==> config.mk <==
export PLATFORM = sky130hd
export DESIGN_NAME = ws2812_driver
export DESIGN_NICKNAME = d
export VERILOG_FILES = /design/src/rtl/ws2812_driver.sv
export SDC_FILE = /design/constraint.sdc
export NUM_CORES = 1
export LEC_CHECK = 0
export ABC_AREA = 1
export CAP_MARGIN = 20
export CELL_PAD_IN_SITES_DETAIL_PLACEMENT = 1
export CELL_PAD_IN_SITES_GLOBAL_PLACEMENT = 1
export CORE_MARGIN = 2
export CORE_UTILIZATION = 42
export CTS_CLUSTER_DIAMETER = 30
export CTS_CLUSTER_SIZE = 10
export DETAILED_ROUTE_END_ITERATION = 7
export PLACE_DENSITY_LB_ADDON = 0.1
export SLEW_MARGIN = 20
export SYNTH_ARGS = -nofsm -noshare
export SYNTH_HDL_FRONTEND = slang
export SYNTH_SLANG_ARGS = --single-unit
==> constraint.sdc <==
create_clock -name clk -period 2.3 [get_ports clk]
set_input_delay 0.46 -clock clk [delete_from_list [all_inputs] [get_ports clk]]
set_output_delay 0.46 -clock clk [all_outputs]
set_load 0.03 [all_outputs]
==> src/rtl/ws2812_driver.sv <==
// WS2812 single-wire serialiser: captures one GRB colour on a valid/ready handshake,
// sends it to NUM_LEDS chained LEDs, then holds the line low for the latch period.
module ws2812_driver #(
  parameter int unsigned NUM_LEDS     = 1,
  parameter int unsigned BIT_CYCLES   = 12,
  parameter int unsigned T0H_CYCLES   = 4,
  parameter int unsigned T1H_CYCLES   = 8,
  parameter int unsigned LATCH_CYCLES = 600
) (
  input  logic       clk,
  input  logic       reset_n,
  input  logic [7:0] red,
  input  logic [7:0] green,
  input  logic [7:0] blue,
  input  logic       valid,
  output logic       ready,
  output logic       busy,
  output logic       done,
  output logic       dout
);

  localparam int unsigned CYC_MAX = (BIT_CYCLES > LATCH_CYCLES) ? BIT_CYCLES : LATCH_CYCLES;
  localparam int unsigned CYC_W   = $clog2(CYC_MAX + 1);
  localparam int unsigned WORD_W  = 24;
  localparam int unsigned BIT_W   = 5;
  localparam int unsigned LED_W   = 8;

  if (!((T0H_CYCLES < T1H_CYCLES) && (T1H_CYCLES < BIT_CYCLES))) begin : g_bad_timing
    $error("ws2812_driver: bit timing requires T0H_CYCLES < T1H_CYCLES < BIT_CYCLES");
  end

  typedef enum logic [1:0] {
    S_IDLE  = 2'd0,
    S_HIGH  = 2'd1,
    S_LOW   = 2'd2,
    S_LATCH = 2'd3
  } state_e;

  state_e              state_q, state_d;
  logic [WORD_W-1:0]   word_q, word_d;
  logic [WORD_W-1:0]   shift_q, shift_d;
  logic [CYC_W-1:0]    cyc_q, cyc_d;
  logic [BIT_W-1:0]    bit_q, bit_d;
  logic [LED_W-1:0]    led_q, led_d;
  logic                ready_q, ready_d;
  logic                busy_q, busy_d;
  logic                done_q, done_d;
  logic                dout_q, dout_d;

  logic [CYC_W-1:0]    cyc_inc;
  logic [CYC_W-1:0]    high_len;

  assign cyc_inc  = cyc_q + CYC_W'(1);
  assign high_len = shift_q[WORD_W-1] ? CYC_W'(T1H_CYCLES) : CYC_W'(T0H_CYCLES);

  // cyc_q is the index of the current cycle within a bit (or within the latch period)
  always_comb begin
    state_d = state_q;
    word_d  = word_q;
    shift_d = shift_q;
    cyc_d   = cyc_q;
    bit_d   = bit_q;
    led_d   = led_q;
    ready_d = ready_q;
    busy_d  = busy_q;
    done_d  = 1'b0;
    dout_d  = dout_q;

    case (state_q)
      S_IDLE: begin
        if (valid && ready_q) begin
          word_d  = {green, red, blue};
          shift_d = {green, red, blue};
          cyc_d   = '0;
          bit_d   = '0;
          led_d   = '0;
          ready_d = 1'b0;
          busy_d  = 1'b1;
          dout_d  = 1'b1;
          state_d = S_HIGH;
        end
      end

      S_HIGH: begin
        cyc_d = cyc_inc;
        if (cyc_inc == high_len) begin
          dout_d  = 1'b0;
          state_d = S_LOW;
        end
      end

      S_LOW: begin
        cyc_d = cyc_inc;
        if (cyc_inc == CYC_W'(BIT_CYCLES)) begin
          cyc_d = '0;
          if (bit_q < BIT_W'(WORD_W - 1)) begin
            shift_d = {shift_q[WORD_W-2:0], 1'b0};
            bit_d   = bit_q + BIT_W'(1);
            dout_d  = 1'b1;
            state_d = S_HIGH;
          end else if (led_q < LED_W'(NUM_LEDS - 1)) begin
            shift_d = word_q;
            bit_d   = '0;
            led_d   = led_q + LED_W'(1);
            dout_d  = 1'b1;
            state_d = S_HIGH;
          end else begin
            state_d = S_LATCH;
          end
        end
      end

      S_LATCH: begin
        cyc_d = cyc_inc;
        if (cyc_inc == CYC_W'(LATCH_CYCLES)) begin
          cyc_d   = '0;
          ready_d = 1'b1;
          busy_d  = 1'b0;
          done_d  = 1'b1;
          state_d = S_IDLE;
        end
      end

      default: begin
        state_d = S_IDLE;
      end
    endcase
  end

  always_ff @(posedge clk or negedge reset_n) begin
    if (!reset_n) begin
      state_q <= S_IDLE;
      word_q  <= '0;
      shift_q <= '0;
      cyc_q   <= '0;
      bit_q   <= '0;
      led_q   <= '0;
      ready_q <= 1'b1;
      busy_q  <= 1'b0;
      done_q  <= 1'b0;
      dout_q  <= 1'b0;
    end else begin
      state_q <= state_d;
      word_q  <= word_d;
      shift_q <= shift_d;
      cyc_q   <= cyc_d;
      bit_q   <= bit_d;
      led_q   <= led_d;
      ready_q <= ready_d;
      busy_q  <= busy_d;
      done_q  <= done_d;
      dout_q  <= dout_d;
    end
  end

  assign ready = ready_q;
  assign busy  = busy_q;
  assign done  = done_q;
  assign dout  = dout_q;

endmodule

==> flow_summary.json <==
{
  "status": "completed",
  "synth_edf_count": 0,
  "drc": 0,
  "synth_common_cells": "nand2_1 (79), dfrtp_1 (44), inv_1 (28)",
  "start_util": 0.431,
  "postCtsSetupBuffers": 0,
  "peakVddDrop_mv": 0.266,
  "wirelength_um": 6130,
  "grtUsageMet2": 0.320,
  "startpoint_type": "flip-flop",
  "fin_util": 0.509,
  "clock_latency_ns": 0.31,
  "netlist_instances": 319,
  "io_pins": 31,
  "dieArea_um2": 7100,
  "synth.distinct_cells": 31,
  "netlist_area_um2": 2700,
  "gp_congestion": 0.865,
  "ys_ff_latch": 45,
  "p_leak_nw": 1.38,
  "dr.pass1.iters": 4,
  "grt_usage": 0.189,
  "syn_avg_cell_area_um2": 8.48,
  "slew_headroom": 0.606,
  "rsz0062_at_grt": "no",
  "period_share": 0.902,
  "async_flop_share": 1.00,
  "wl_per_cell_um": 14.2,
  "synth_top_cell_by_area": "dfrtp_1",
  "cp_slowest_stage_delay_ns": 0.39,
  "grt_overflow": 0,
  "area_growth_pct": 18.2,
  "cp-end-kind": "flip-flop",
  "n_antenna_cell": 0,
  "portBuffers": 30,
  "synth_fp_nets": 349,
  "viasPerCell": 5.17,
  "hp-class": "in -> async",
  "row_count": 29,
  "finClkSkew_ns": 0.0101,
  "ant_nets": 0,
  "worstSetupPathType": "reg -> reg",
  "yosysMostFrequentCell": "nand2_1",
  "use_met3": 0.0344,
  "worstPathRequired_ns": 2.49,
  "cts_made_buffers": 5,
  "max_freq_mhz": 482,
  "clk_pin_slew_ns": 0.09,
  "power_density_nw_per_um2": 434,
  "grt_pass1_wl_um": 10900,
  "grt_util_met1": 0.249,
  "die_w_um": 84.2,
  "synth.area.top_cells": "dfrtp_1 (41%), nand2_1 (11%), mux2i_1 (8.5%), o21ai_2 (6.5%), nand2_2 (6.0%)",
  "finalSetupTns_ns": 0,
  "clock_sinks": 45,
  "antenna_found_initial": 0,
  "synth_top_area_share": 0.407,
  "yosysWarnings": 0,
  "critPathArrivalTime_ns": 2.26,
  "min_period_ns": 2.08,
  "hold_viol": 0,
  "core_region_area_um2": 6280,
  "yosysSeqAreaShare": 0.417,
  "final_max_slew_viol_count": 0,
  "path_max_fanout": 25,
  "grt_max_degree": 46,
  "num_vias": 2232,
  "grt_pass1_vias": 2346,
  "drt-initial-drc-count": 87,
  "clockRootBuffer": "clkbuf_8",
  "cts_tree": "yes",
  "synth_flop_cell": "dfrtp_1",
  "die_h_um": 84.2,
  "tightest_slew_ns": 0.588,
  "htreeDepth": 2,
  "clockBufferDepth": 2,
  "finalSetupViolCount": 0,
  "cp_cell_sequence": "ha_1 > nand2_2 > inv_2 > nor2_4 > nand3_1 > nor2_2 > inv_1 > nor2_2 > nand2_2 > nand2_4 > nand3b_4 > buf_8 > nand2_1 > o21ai_1",
  "nNetsFinal": 384,
  "dp_hpwl_um": 4480,
  "grt.busiest_layer": "met2",
  "maxCapViolCount": 0,
  "cp_slowest_cell": "dfrtp_1",
  "layout-drive-gt1-share": 0.220
}
-- flip-flops by register name, summed over array words and instances, names as in the netlist --
register  flops
bit_q         5
busy          1
cyc_q        10
done          1
dout          1
ready         1
shift_q      24
state_q       2
-- report_power, final --
part	leakage [nW]	internal [W]	total [W]	switching [W]
sequential	0.605	0.000790	0.000790	0
combinational	0.733	0.0000451	0.0000757	0.0000306
clock	0.0445	0.000244	0.000521	0.000276
-- cells in the final DEF, fill, tap and decap left out, drive strengths merged, types with 6 or more instances in the layout --
cell,count
a21oi,6
buf,9
clkbuf,7
clkdlybuf4s50,29
dfrtp,44
inv,29
mux2i,23
nand2,106
nand3,25
nand4,10
nor2,19
o21ai,32
-- timing repair --
action | CTS | global route
hold buffers | 0 | 0
endpoints found under the setup margin | 0 | 12
resized for setup | 0 | 3
-- cells by family after synthesis --
group,count (synthesis),synth area share
AOI/OAI and AO/OA,42,0.107
adders and majority gates,3,0.0139
buffers and inverters,39,0.0680
DFF,45,0.417
muxes,23,0.0851
and+or+nand+nor,167,0.309
-- layer usage --
layer / share of wire / vias up
met3: 0.027 / 6
li1: - / 1116
met2: 0.50 / 29
met4: 0.012 / 0
met5: 0 / -
met1: 0.47 / 1081
-- worst paths after layout --
check                                     startpoint                     end  slack, ns  cells after the start
max in group asynchronous                    reset_n    cyc_q[3]$_DFFE_PN0N_       1.66                      2
worst min register to register      dout$_DFFE_PN0P_        dout$_DFFE_PN0P_       0.49                      2
worst max register to register  cyc_q[0]$_DFFE_PN0N_    bit_q[4]$_DFFE_PN0P_       0.22                     14
worst max-delay path            cyc_q[0]$_DFFE_PN0N_    bit_q[4]$_DFFE_PN0P_       0.22                     14
min in group clk                    dout$_DFFE_PN0P_        dout$_DFFE_PN0P_       0.49                      2
worst min-delay path                         reset_n  shift_q[8]$_DFFE_PN0P_       0.23                      2
-- final cells by class --
cell class,instances,area [µm²]
clock buffers,7,86.3
clock inverters,1,7.51
fillers,746,3080
inverters,29,109
multi-input cells,235,1400
flip-flops and latches,45,1130
well taps,77,96.3
repair buffers,38,375
-- metrics by stage --
stage                     power, W  worst slack [ns]  std cells  cell area [µm²]  hold WS (ns)
after floorplan           0.000821             0.280        319             2700         0.164
after global placement    0.000884             0.227        424             3090         0.461
after detailed placement  0.000884             0.117        424             3090         0.470
after CTS                  0.00141             0.103        432             3190         0.246
after global routing       0.00144            0.0237        432             3200         0.275
final                      0.00139             0.224        432             3200         0.226
-- critical path, delay by kind of cell, from the launching register on --
family	cells	cell delay [ns]
AND/OR/NAND/NOR	9	0.94
buffers and inverters	3	0.34
flip-flops	1	0.39
adder cells (fa/ha/maj)	1	0.24
AO/OA/AOI/OAI	1	0.06
Note: power is estimated with default switching activity, not from simulation.
